$ cat src/rtl/axil_picorv32_mem_bridge_pkg.sv
// Shared definitions for the AXI4-Lite to PicoRV32 native memory bridge:
// response codes, FSM state encoding and a small response helper.
package axil_picorv32_mem_bridge_pkg;

   localparam logic [1:0] RESP_OKAY   = 2'b00;
   localparam logic [1:0] RESP_SLVERR = 2'b10;

   typedef enum logic [2:0] {
      ST_IDLE   = 3'd0,
      ST_MEM_WR = 3'd1,
      ST_MEM_RD = 3'd2,
      ST_B_RESP = 3'd3,
      ST_R_RESP = 3'd4
   } bridgeState_e;

   function automatic logic [1:0] respCode(input logic err);
      return err ? RESP_SLVERR : RESP_OKAY;
   endfunction

endpackage

$ cat src/rtl/axil_picorv32_mem_bridge.sv
// AXI4-Lite slave that replays each AXI transaction as one PicoRV32 native
// memory request; one transaction in flight, single clock domain.
module axil_picorv32_mem_bridge
   import axil_picorv32_mem_bridge_pkg::*;
#(
   parameter int AXI_DATA_WIDTH = 32,
   parameter int AXI_ADDR_WIDTH = 32,
   parameter int TIMEOUT_CYCLES = 256
) (
   input  logic                      S_AXI_ACLK,
   input  logic                      S_AXI_ARESETN,
   input  logic                      S_AXI_AWVALID,
   output logic                      S_AXI_AWREADY,
   input  logic [AXI_ADDR_WIDTH-1:0] S_AXI_AWADDR,
   input  logic [2:0]                S_AXI_AWPROT,
   input  logic                      S_AXI_WVALID,
   output logic                      S_AXI_WREADY,
   input  logic [31:0]               S_AXI_WDATA,
   input  logic [3:0]                S_AXI_WSTRB,
   output logic                      S_AXI_BVALID,
   input  logic                      S_AXI_BREADY,
   output logic [1:0]                S_AXI_BRESP,
   input  logic                      S_AXI_ARVALID,
   output logic                      S_AXI_ARREADY,
   input  logic [AXI_ADDR_WIDTH-1:0] S_AXI_ARADDR,
   input  logic [2:0]                S_AXI_ARPROT,
   output logic                      S_AXI_RVALID,
   input  logic                      S_AXI_RREADY,
   output logic [31:0]               S_AXI_RDATA,
   output logic [1:0]                S_AXI_RRESP,
   output logic                      mem_valid,
   output logic                      mem_instr,
   input  logic                      mem_ready,
   output logic [31:0]               mem_addr,
   output logic [31:0]               mem_wdata,
   output logic [3:0]                mem_wstrb,
   input  logic [31:0]               mem_rdata
);

   if (AXI_DATA_WIDTH != 32) begin : gBadDataWidth
      $error("axil_picorv32_mem_bridge supports only AXI_DATA_WIDTH = 32");
   end

   localparam logic [15:0] TIMEOUT_LAST = 16'(TIMEOUT_CYCLES - 1);

   logic [31:0] awAddr32;
   logic [31:0] arAddr32;

   if (AXI_ADDR_WIDTH >= 32) begin : gAddrTrunc
      assign awAddr32 = S_AXI_AWADDR[31:0];
      assign arAddr32 = S_AXI_ARADDR[31:0];
   end else begin : gAddrExt
      assign awAddr32 = {{(32 - AXI_ADDR_WIDTH){1'b0}}, S_AXI_AWADDR};
      assign arAddr32 = {{(32 - AXI_ADDR_WIDTH){1'b0}}, S_AXI_ARADDR};
   end

   logic unusedBits;
   assign unusedBits = ^{S_AXI_AWPROT, S_AXI_ARPROT, S_AXI_AWADDR, S_AXI_ARADDR,
                         awAddr32[1:0], arAddr32[1:0]};

   bridgeState_e state_q;
   logic         resetDone_q;
   logic         awFull_q, awFull_d;
   logic         wFull_q, wFull_d;
   logic [31:0]  awAddr_q;
   logic [31:0]  wData_q;
   logic [3:0]   wStrb_q;
   logic         lastGrantRd_q;
   logic [15:0]  timer_q;
   logic         memValid_q;
   logic [31:0]  memAddr_q;
   logic [31:0]  memWdata_q;
   logic [3:0]   memWstrb_q;
   logic         bValid_q;
   logic [1:0]   bResp_q;
   logic         rValid_q;
   logic [31:0]  rData_q;
   logic [1:0]   rResp_q;

   logic idle;
   logic wrPending;
   logic grantWr;
   logic grantRd;
   logic timeoutHit;

   // Round robin: a tie goes to whichever side was not granted last time.
   assign idle       = (state_q == ST_IDLE) && resetDone_q;
   assign wrPending  = awFull_q && wFull_q;
   assign grantWr    = idle && wrPending && (!S_AXI_ARVALID || lastGrantRd_q);
   assign grantRd    = idle && S_AXI_ARVALID && (!wrPending || !lastGrantRd_q);
   assign timeoutHit = (TIMEOUT_CYCLES != 0) && (timer_q == TIMEOUT_LAST);

   assign S_AXI_AWREADY = idle && !awFull_q;
   assign S_AXI_WREADY  = idle && !wFull_q;
   assign S_AXI_ARREADY = grantRd;

   always_comb begin
      awFull_d = awFull_q;
      wFull_d  = wFull_q;
      if (grantWr) begin
         awFull_d = 1'b0;
         wFull_d  = 1'b0;
      end
      if (S_AXI_AWVALID && S_AXI_AWREADY) awFull_d = 1'b1;
      if (S_AXI_WVALID && S_AXI_WREADY)   wFull_d  = 1'b1;
   end

   // AW and W are held independently so either may arrive first.
   always_ff @(posedge S_AXI_ACLK or negedge S_AXI_ARESETN) begin
      if (!S_AXI_ARESETN) begin
         resetDone_q <= 1'b0;
         awFull_q    <= 1'b0;
         wFull_q     <= 1'b0;
         awAddr_q    <= '0;
         wData_q     <= '0;
         wStrb_q     <= '0;
      end else begin
         resetDone_q <= 1'b1;
         awFull_q    <= awFull_d;
         wFull_q     <= wFull_d;
         if (S_AXI_AWVALID && S_AXI_AWREADY) awAddr_q <= {awAddr32[31:2], 2'b00};
         if (S_AXI_WVALID && S_AXI_WREADY) begin
            wData_q <= S_AXI_WDATA;
            wStrb_q <= S_AXI_WSTRB;
         end
      end
   end

   always_ff @(posedge S_AXI_ACLK or negedge S_AXI_ARESETN) begin
      if (!S_AXI_ARESETN) begin
         state_q       <= ST_IDLE;
         lastGrantRd_q <= 1'b1;
         timer_q       <= '0;
         memValid_q    <= 1'b0;
         memAddr_q     <= '0;
         memWdata_q    <= '0;
         memWstrb_q    <= '0;
         bValid_q      <= 1'b0;
         bResp_q       <= RESP_OKAY;
         rValid_q      <= 1'b0;
         rData_q       <= '0;
         rResp_q       <= RESP_OKAY;
      end else begin
         unique case (state_q)
            ST_IDLE: begin
               if (grantWr) begin
                  state_q       <= ST_MEM_WR;
                  lastGrantRd_q <= 1'b0;
                  timer_q       <= '0;
                  memValid_q    <= 1'b1;
                  memAddr_q     <= awAddr_q;
                  memWdata_q    <= wData_q;
                  memWstrb_q    <= wStrb_q;
               end else if (grantRd) begin
                  state_q       <= ST_MEM_RD;
                  lastGrantRd_q <= 1'b1;
                  timer_q       <= '0;
                  memValid_q    <= 1'b1;
                  memAddr_q     <= {arAddr32[31:2], 2'b00};
                  memWdata_q    <= '0;
                  memWstrb_q    <= 4'b0000;
               end
            end
            // A completion seen on the timeout cycle still counts as OKAY.
            ST_MEM_WR, ST_MEM_RD: begin
               if (mem_ready || timeoutHit) begin
                  memValid_q <= 1'b0;
                  if (state_q == ST_MEM_WR) begin
                     state_q  <= ST_B_RESP;
                     bValid_q <= 1'b1;
                     bResp_q  <= respCode(!mem_ready);
                  end else begin
                     state_q  <= ST_R_RESP;
                     rValid_q <= 1'b1;
                     rData_q  <= mem_ready ? mem_rdata : 32'h0;
                     rResp_q  <= respCode(!mem_ready);
                  end
               end else if (timer_q != 16'hFFFF) begin
                  timer_q <= timer_q + 16'd1;
               end
            end
            ST_B_RESP: begin
               if (S_AXI_BREADY) begin
                  bValid_q <= 1'b0;
                  state_q  <= ST_IDLE;
               end
            end
            ST_R_RESP: begin
               if (S_AXI_RREADY) begin
                  rValid_q <= 1'b0;
                  state_q  <= ST_IDLE;
               end
            end
            default: state_q <= ST_IDLE;
         endcase
      end
   end

   assign S_AXI_BVALID = bValid_q;
   assign S_AXI_BRESP  = bResp_q;
   assign S_AXI_RVALID = rValid_q;
   assign S_AXI_RDATA  = rData_q;
   assign S_AXI_RRESP  = rResp_q;
   assign mem_valid    = memValid_q;
   assign mem_instr    = 1'b0;
   assign mem_addr     = memAddr_q;
   assign mem_wdata    = memWdata_q;
   assign mem_wstrb    = memWstrb_q;

endmodule
$ cat config.mk
export PLATFORM = sky130hd
export DESIGN_NAME = axil_picorv32_mem_bridge
export DESIGN_NICKNAME = d
export VERILOG_FILES = /design/src/rtl/axil_picorv32_mem_bridge_pkg.sv /design/src/rtl/axil_picorv32_mem_bridge.sv
export SDC_FILE = /design/constraint.sdc
export NUM_CORES = 1
export LEC_CHECK = 0
export CAP_MARGIN = 10
export CORE_MARGIN = 3
export CORE_UTILIZATION = 55
export CTS_CLUSTER_SIZE = 12
export DETAILED_ROUTE_END_ITERATION = 12
export DONT_BUFFER_PORTS = 1
export PLACE_DENSITY_LB_ADDON = 0.1
export SLEW_MARGIN = 20
export SYNTH_ARGS = -nofsm -noshare
export SYNTH_HDL_FRONTEND = slang
export SYNTH_SLANG_ARGS = --single-unit
export TNS_END_PERCENT = 10
$ cat constraint.sdc
create_clock -name S_AXI_ACLK -period 2 [get_ports S_AXI_ACLK]
set_clock_uncertainty 0.2 [all_clocks]
set_input_delay 0.2 -clock S_AXI_ACLK [delete_from_list [all_inputs] [get_ports S_AXI_ACLK]]
set_output_delay 0.2 -clock S_AXI_ACLK [all_outputs]
set_load 0.02 [all_outputs]
==> run summary, run 1 <==
run status: finished with violations
violations in the final reports: negative hold slack, negative setup slack
Worst Setup Path Type: flop to flop
initial antenna violation count: 0
cell area after technology mapping: 7830 um^2
count of hold buffers inserted by post-cts repair: 133
count of cell types in the netlist: 52
static leakage: 0.00475 uW
largest vdd supply drop: 1020 uV
number of port buffers: 0
TritonCTS clock tree: yes
leading cell type in the layout, fill and taps excluded: sky130_fd_sc_hd__dfrtp_1
number of endpoints failing setup at the final stage: 55
RSZ-0062 raised after global routing: yes
most frequent cells in the layout: 188 x sky130_fd_sc_hd__dfrtp_1, 133 x sky130_fd_sc_hd__dlygate4sd3_1, 68 x sky130_fd_sc_hd__a22o_1, 66 x sky130_fd_sc_hd__mux2_2, 50 x sky130_fd_sc_hd__buf_4
maximum clock rate: 0.462 GHz
Starting Density: 57.7%
async set-or-reset flop fraction in the synthesized netlist: 100%
Mapped Cells: 595
Reg clk slew, reported paths: 0.07 ns
max_cap viols: 0
final hold vios: 192
Final Routed Wirelength: 19,500 um
worst flop-to-flop path endpoint: timer_q[13]
length in cells of the worst reg-to-reg path: 8
via count of the routed design: 5,672
Setup Total Neg Slack: -2.75 ns
RR Startpoint: state_q[0]
number of register bits inferred by synthesis: 192
number of slew-limit violations in the final report: 0
number of clock sinks seen by CTS: 192
post-layout net count: 931
IO Pins: 257
worst setup margin: -0.165 ns
layout-stage area growth over the synthesis result: 36.2%
clock buffers created by TritonCTS: 17
fraction of final layout cells sized beyond drive strength 1: 26.2%
diodes inserted: 0
Overflow after GRT: 0
Synth area leaders: sky130_fd_sc_hd__dfrtp_1 61%, sky130_fd_sc_hd__mux2_2 9.5%, sky130_fd_sc_hd__a22o_1 7.6%
Main synth FF type: sky130_fd_sc_hd__dfrtp_1
crit path time final: 2.16 ns
total power: 16,700 uW
power density of the placed cells: 1560 nW/um^2
1st-pass router iterations: 4
worst endpoint required time: 2.10 ns
DRT antenna net count: 0
fill cell count: 789
largest fanout on the critical path: 5
placed insts: 787
fin crit share: 108%
insertion delay of the later-clocked pin in the worst-skew pair: 0.42 ns
# rows: 42
worst slack on hold paths: -0.728 ns
number of warnings reported in the yosys synthesis log: 0
DRC: 0
combined global-route utilization of all metal layers: 25.0%
vias in the first global route: 6,108
floorplan die width: 125 um
sequential fraction of the synthesis area: 61.4%
number of flops mapped to enable cells by yosys: 0
Post-Syn Area per Cell: 13.2 um^2
die outline height: 125 um
placeable core region: 13,600 um^2
startpoint types: flop
Setup crit end kind: flop
first-pass GRT wire length: 31,700 um
FF-to-FF setup slack: -0.16 ns
gp weighted congestion: 0.799
hold crit path type: input pin to asynchronous set/reset pin
cell type contributing the most total cell area after synthesis: sky130_fd_sc_hd__dfrtp_1
root cell of the clock tree: sky130_fd_sc_hd__clkbuf_16
average wire per standard cell: 20.1 um
detailed router's first-iteration violation count: 374
non-filler cells, final: 973
Via density: 5.83
largest net degree at the start of global routing: 193
CP Data Arrival Time: 2.26 ns
worst-case clock buffer depth: 2
DP Wirelength: 11,400 um
total die area: 15,700 um^2
proportion of netlist area held by the largest area contributor: 61.1%
Clock H-tree levels: 4
## report_power, final
| group | switching (uW) | total, uW | internal, uW |
|---|---|---|---|
| Combinational | 2350 | 5090 | 2740 |
| Clock | 1440 | 3450 | 2010 |
| Sequential | 2480 | 8120 | 5640 |
| Total | 6280 | 16700 | 10400 |
## layer usage
layer	share of wire [%]	GRT usage (%)	up-vias	routed length, um
li1	-	-	2552	-
met1	39	30.8	2864	7670
met2	51	42.3	224	10000
met3	7.7	7.63	32	1500
met4	1.7	8.29	0	335
met5	0	0	-	0
## final cells by class
type,instances,area [um^2],area share [%]
Sequential cell,192,4810,45.1
Multi-Input combinational cell,357,2900,27.2
Timing Repair Buffer,208,2090,19.6
Clock buffer,20,447,4.19
Tap cell,176,220,2.07
Clock inverter,12,155,1.46
Inverter,8,30.0,0.282
## logic make-up after synthesis
family / Yosys count / share of synthesized area (%)
xor+xnor: 1 / 0.112
compound gates: 146 / 14.1
other cells: 2 / 0.0960
flops: 192 / 61.4
fa+ha+maj: 1 / 0.160
buf+inv: 50 / 3.76
simple gates: 106 / 6.91
mux: 97 / 13.5
## synth_stat cells, types with 2 or more instances
library cell	instances
sky130_fd_sc_hd__or2_2	3
sky130_fd_sc_hd__a311o_1	2
sky130_fd_sc_hd__nand2_1	50
sky130_fd_sc_hd__o31ai_1	7
sky130_fd_sc_hd__buf_4	13
sky130_fd_sc_hd__and3_1	3
sky130_fd_sc_hd__dfrtp_1	191
sky130_fd_sc_hd__mux2_2	66
sky130_fd_sc_hd__inv_1	8
sky130_fd_sc_hd__nand4_1	6
sky130_fd_sc_hd__or3_1	3
sky130_fd_sc_hd__nor4_2	2
sky130_fd_sc_hd__nand2_2	2
sky130_fd_sc_hd__o21ai_0	7
sky130_fd_sc_hd__buf_6	5
sky130_fd_sc_hd__mux2i_1	31
sky130_fd_sc_hd__conb_1	2
sky130_fd_sc_hd__buf_2	15
sky130_fd_sc_hd__o41ai_1	4
sky130_fd_sc_hd__nor3_1	4
sky130_fd_sc_hd__clkbuf_1	7
sky130_fd_sc_hd__a22o_1	68
sky130_fd_sc_hd__a21oi_1	11
sky130_fd_sc_hd__o211ai_1	8
sky130_fd_sc_hd__o21ai_1	30
sky130_fd_sc_hd__nand3_1	8
sky130_fd_sc_hd__nand2b_1	2
sky130_fd_sc_hd__nor2_1	13
## metrics by stage
stage	worst slack, ns	util, %	instance area, um^2	hold WS, ns
after floorplan	-0.0404	-	7860	-0.296
after global placement	-0.0541	61.6	8360	-0.291
after detailed placement	-0.107	61.6	8360	-0.291
after CTS	-0.114	77.4	10500	-0.749
after global routing	-0.267	78.6	10700	-0.754
final	-0.165	78.6	10700	-0.728
## timing repair
action	in CTS	in global routing
endpoints found under the setup margin	95	118
pin swaps	19	44
buffers inserted	12	8
hold endpoints to repair	331	192
cloned	1	0
gates resized for setup	25	22
## sequential cells by signal (all words and copies together) (netlist names), 3 cells and up
register,cells
wStrb_q,4
state_q,3
timer_q,16
wData_q,32
mem_wstrb,4
mem_addr,30
S_AXI_RDATA,32
awAddr_q,30
mem_wdata,32
## worst max-delay path: stages, from the launching register on
cell and delay [ns]:
sky130_fd_sc_hd__dfrtp_2 0.41, sky130_fd_sc_hd__buf_6 0.13, sky130_fd_sc_hd__a21o_1 0.19, sky130_fd_sc_hd__a311oi_4 0.23
sky130_fd_sc_hd__buf_4 0.18, sky130_fd_sc_hd__buf_6 0.09, sky130_fd_sc_hd__nand4_1 0.20, sky130_fd_sc_hd__o211ai_1 0.30
sky130_fd_sc_hd__o41ai_2 0.11
## worst max path at each step
stage,start,end,slack [ns]
final,state_q[0],timer_q[13],-0.16
after global placement,timer_q[0],timer_q[10],-0.05
after global routing,state_q[0],timer_q[13],-0.27
after detailed placement,timer_q[0],timer_q[15],-0.11
after CTS,state_q[0],timer_q[11],-0.11
after floorplan,timer_q[0],timer_q[10],-0.04
No activity file was read; power rests on OpenSTA's default activity.
==> run 2, diff against run 1 <==
- SETUP_SLACK_MARGIN: not set -> 0.02
==> run 2 against run 1 <==
The flow still finishes with violations (negative hold slack, negative setup slack). Worst setup slack improved by 0.013 ns. Sequential cell count unchanged. Worst hold slack got worse by 0.0031 ns. Non-clock buffer count up 3. Count of clock-buffer cells in the layout unchanged. Sequential power barely moved. Combinational power up 3%. Critical path type is now flop to output pin.
==> run summary, run 2 (synthesized netlist as in run 1, its figures left out) <==
maximum clock rate: 0.465 GHz (+0.59%)
worst-case clock buffer depth: 2 (unchanged)
crit path time final: 2.15 ns (-0.0128 ns)
number of endpoints failing setup at the final stage: 55 (unchanged)
Via density: 5.82 (about the same)
Final Routed Wirelength: 19,800 um (+1.4%)
post-layout net count: 934 (+0.32%)
count of hold buffers inserted by post-cts repair: 133 (unchanged)
die outline height: 125 um (unchanged)
violations in the final reports: negative hold slack, negative setup slack
Clock H-tree levels: 4 (unchanged)
most frequent cells in the layout: 187 x sky130_fd_sc_hd__dfrtp_1, 133 x sky130_fd_sc_hd__dlygate4sd3_1, 68 x sky130_fd_sc_hd__a22o_1, 66 x sky130_fd_sc_hd__mux2_2, 50 x sky130_fd_sc_hd__buf_4
worst slack on hold paths: -0.731 ns (-0.00314 ns)
final hold vios: 192 (unchanged)
average wire per standard cell: 20.3 um (+1.1%)
# rows: 42 (unchanged)
number of clock sinks seen by CTS: 192 (unchanged)
largest net degree at the start of global routing: 193 (unchanged)
static leakage: 0.00479 uW (+0.90%)
placed insts: 787 (unchanged)
slowest cell delay on critical path: 0.41 ns (about the same)
total die area: 15,700 um^2 (unchanged)
number of slew-limit violations in the final report: 0 (unchanged)
IO Pins: 257 (unchanged)
DRT antenna net count: 0 (unchanged)
root cell of the clock tree: sky130_fd_sc_hd__clkbuf_16
max_cap viols: 0 (unchanged)
vias in the first global route: 6,120 (+0.20%)
largest fanout on the critical path: 2 (-3)
first-pass GRT wire length: 32,200 um (+1.4%)
largest vdd supply drop: 1030 uV (+0.69%)
gp weighted congestion: 0.799 (unchanged)
Starting Density: 57.7% (unchanged)
insertion delay of the later-clocked pin in the worst-skew pair: 0.42 ns (about the same)
multi-input logic area: 2940 um^2 (+1.4%)
floorplan die width: 125 um (unchanged)
fill cell count: 764 (-3.2%)
Setup crit end kind: output pin
1st-pass router iterations: 4 (unchanged)
RR Startpoint: state_q[0]
detailed router's first-iteration violation count: 334 (-11%)
Reg clk slew, reported paths: 0.07 ns (about the same)
CP Data Arrival Time: 1.75 ns (-0.51 ns)
non-filler cells, final: 976 (+0.31%)
cell type of the slowest stage on the worst timing path: sky130_fd_sc_hd__dfrtp_2
fin crit share: 108% (-0.64 points)
start point of the critical path: state_q[0]
worst endpoint required time: 1.60 ns (-0.50 ns)
clock buffers created by TritonCTS: 17 (unchanged)
sequential cell area: 4810 um^2 (about the same)
DP Wirelength: 11,400 um (unchanged)
Overflow after GRT: 0 (unchanged)
combined global-route utilization of all metal layers: 25.3% (+0.35 points)
total power: 16,800 uW (+0.84%)
power density of the placed cells: 1560 nW/um^2 (-0.17%)
run status: finished with violations
initial antenna violation count: 0 (unchanged)
leading cell type in the layout, fill and taps excluded: sky130_fd_sc_hd__dfrtp_1
placeable core region: 13,600 um^2 (unchanged)
diodes inserted: 0 (unchanged)
number of port buffers: 0 (unchanged)
RSZ-0062 raised after global routing: yes
startpoint types: flop
worst setup margin: -0.152 ns (+0.0128 ns)
layout-stage area growth over the synthesis result: 37.5%
via count of the routed design: 5,685 (+0.23%)
hold crit path type: input pin to asynchronous set/reset pin
TritonCTS clock tree: yes
Worst Setup Path Type: flop to output pin
DRC: 0 (unchanged)
cells along the critical path: buf_4, nor2_4, nand3b_4, buf_6, a311o_1, inv_2
fraction of final layout cells sized beyond drive strength 1: 27.1% (+0.90 points)
## run 2: path summary, 6_finish.rpt
check	to	slack, ns	cells past startpoint
min in group S_AXI_ACLK	S_AXI_RRESP[1]	0.06	3
min	mem_wdata[10]	-0.73	0
max	S_AXI_ARREADY	-0.15	6
max reg2reg	timer_q[11]	-0.15	8
min reg2reg	lastGrantRd_q	0.27	2
max in group asynchronous	lastGrantRd_q	1.94	0
## run 2: power by group
group	total (uW)	internal [uW]	switching, uW
sequential	8120	5640	2480
combinational	5230	2800	2420
clock	3450	2010	1450
## run 2: critical path, delay by kind of cell (launching register included)
kind,cells,cell delay (ns)
DFF,1,0.41
buffers and inverters,3,0.41
and+or+nand+nor,2,0.21
AOI/OAI and AO/OA,1,0.30
## run 2: what timing repair did
action                                 4_1_cts  5_1_grt
gates resized for setup                     31       28
setup endpoints to repair                  114      119
cloned                                       3        0
setup buffers                               14        7
endpoints found under the hold margin      331      192
pin swaps                                   21       43
## run 2: metrics by stage
| step | setup TNS [ns] | instance area, um^2 | setup WS, ns | util (%) |
|---|---|---|---|---|
| floorplan | -1.12 | 7860 | -0.0404 | - |
| global placement | -0.296 | 8360 | -0.0541 | 61.6 |
| detailed placement | -2.63 | 8360 | -0.107 | 61.6 |
| CTS | -1.09 | 10600 | -0.114 | 78.1 |
| global route | -9.53 | 10800 | -0.266 | 79.4 |
| finish | -2.61 | 10800 | -0.152 | 79.4 |
## run 2: final cells by class
class,instances,area share (%)
Tap cell,176,2.05
Timing Repair Buffer,211,20.1
Inverter,8,0.279
Sequential cell,192,44.7
Multi-Input combinational cell,357,27.3
Clock buffer,20,4.15
Clock inverter,12,1.44
## run 2: routing by layer
layer  vias up  global-route usage [%]  routed length, um
met2       227                    43.2              10200
met3        34                    7.76               1510
met1      2861                    31.1               7700
met4         0                    8.10                337
li1       2563                       -                  -
met5         -                       0                  0
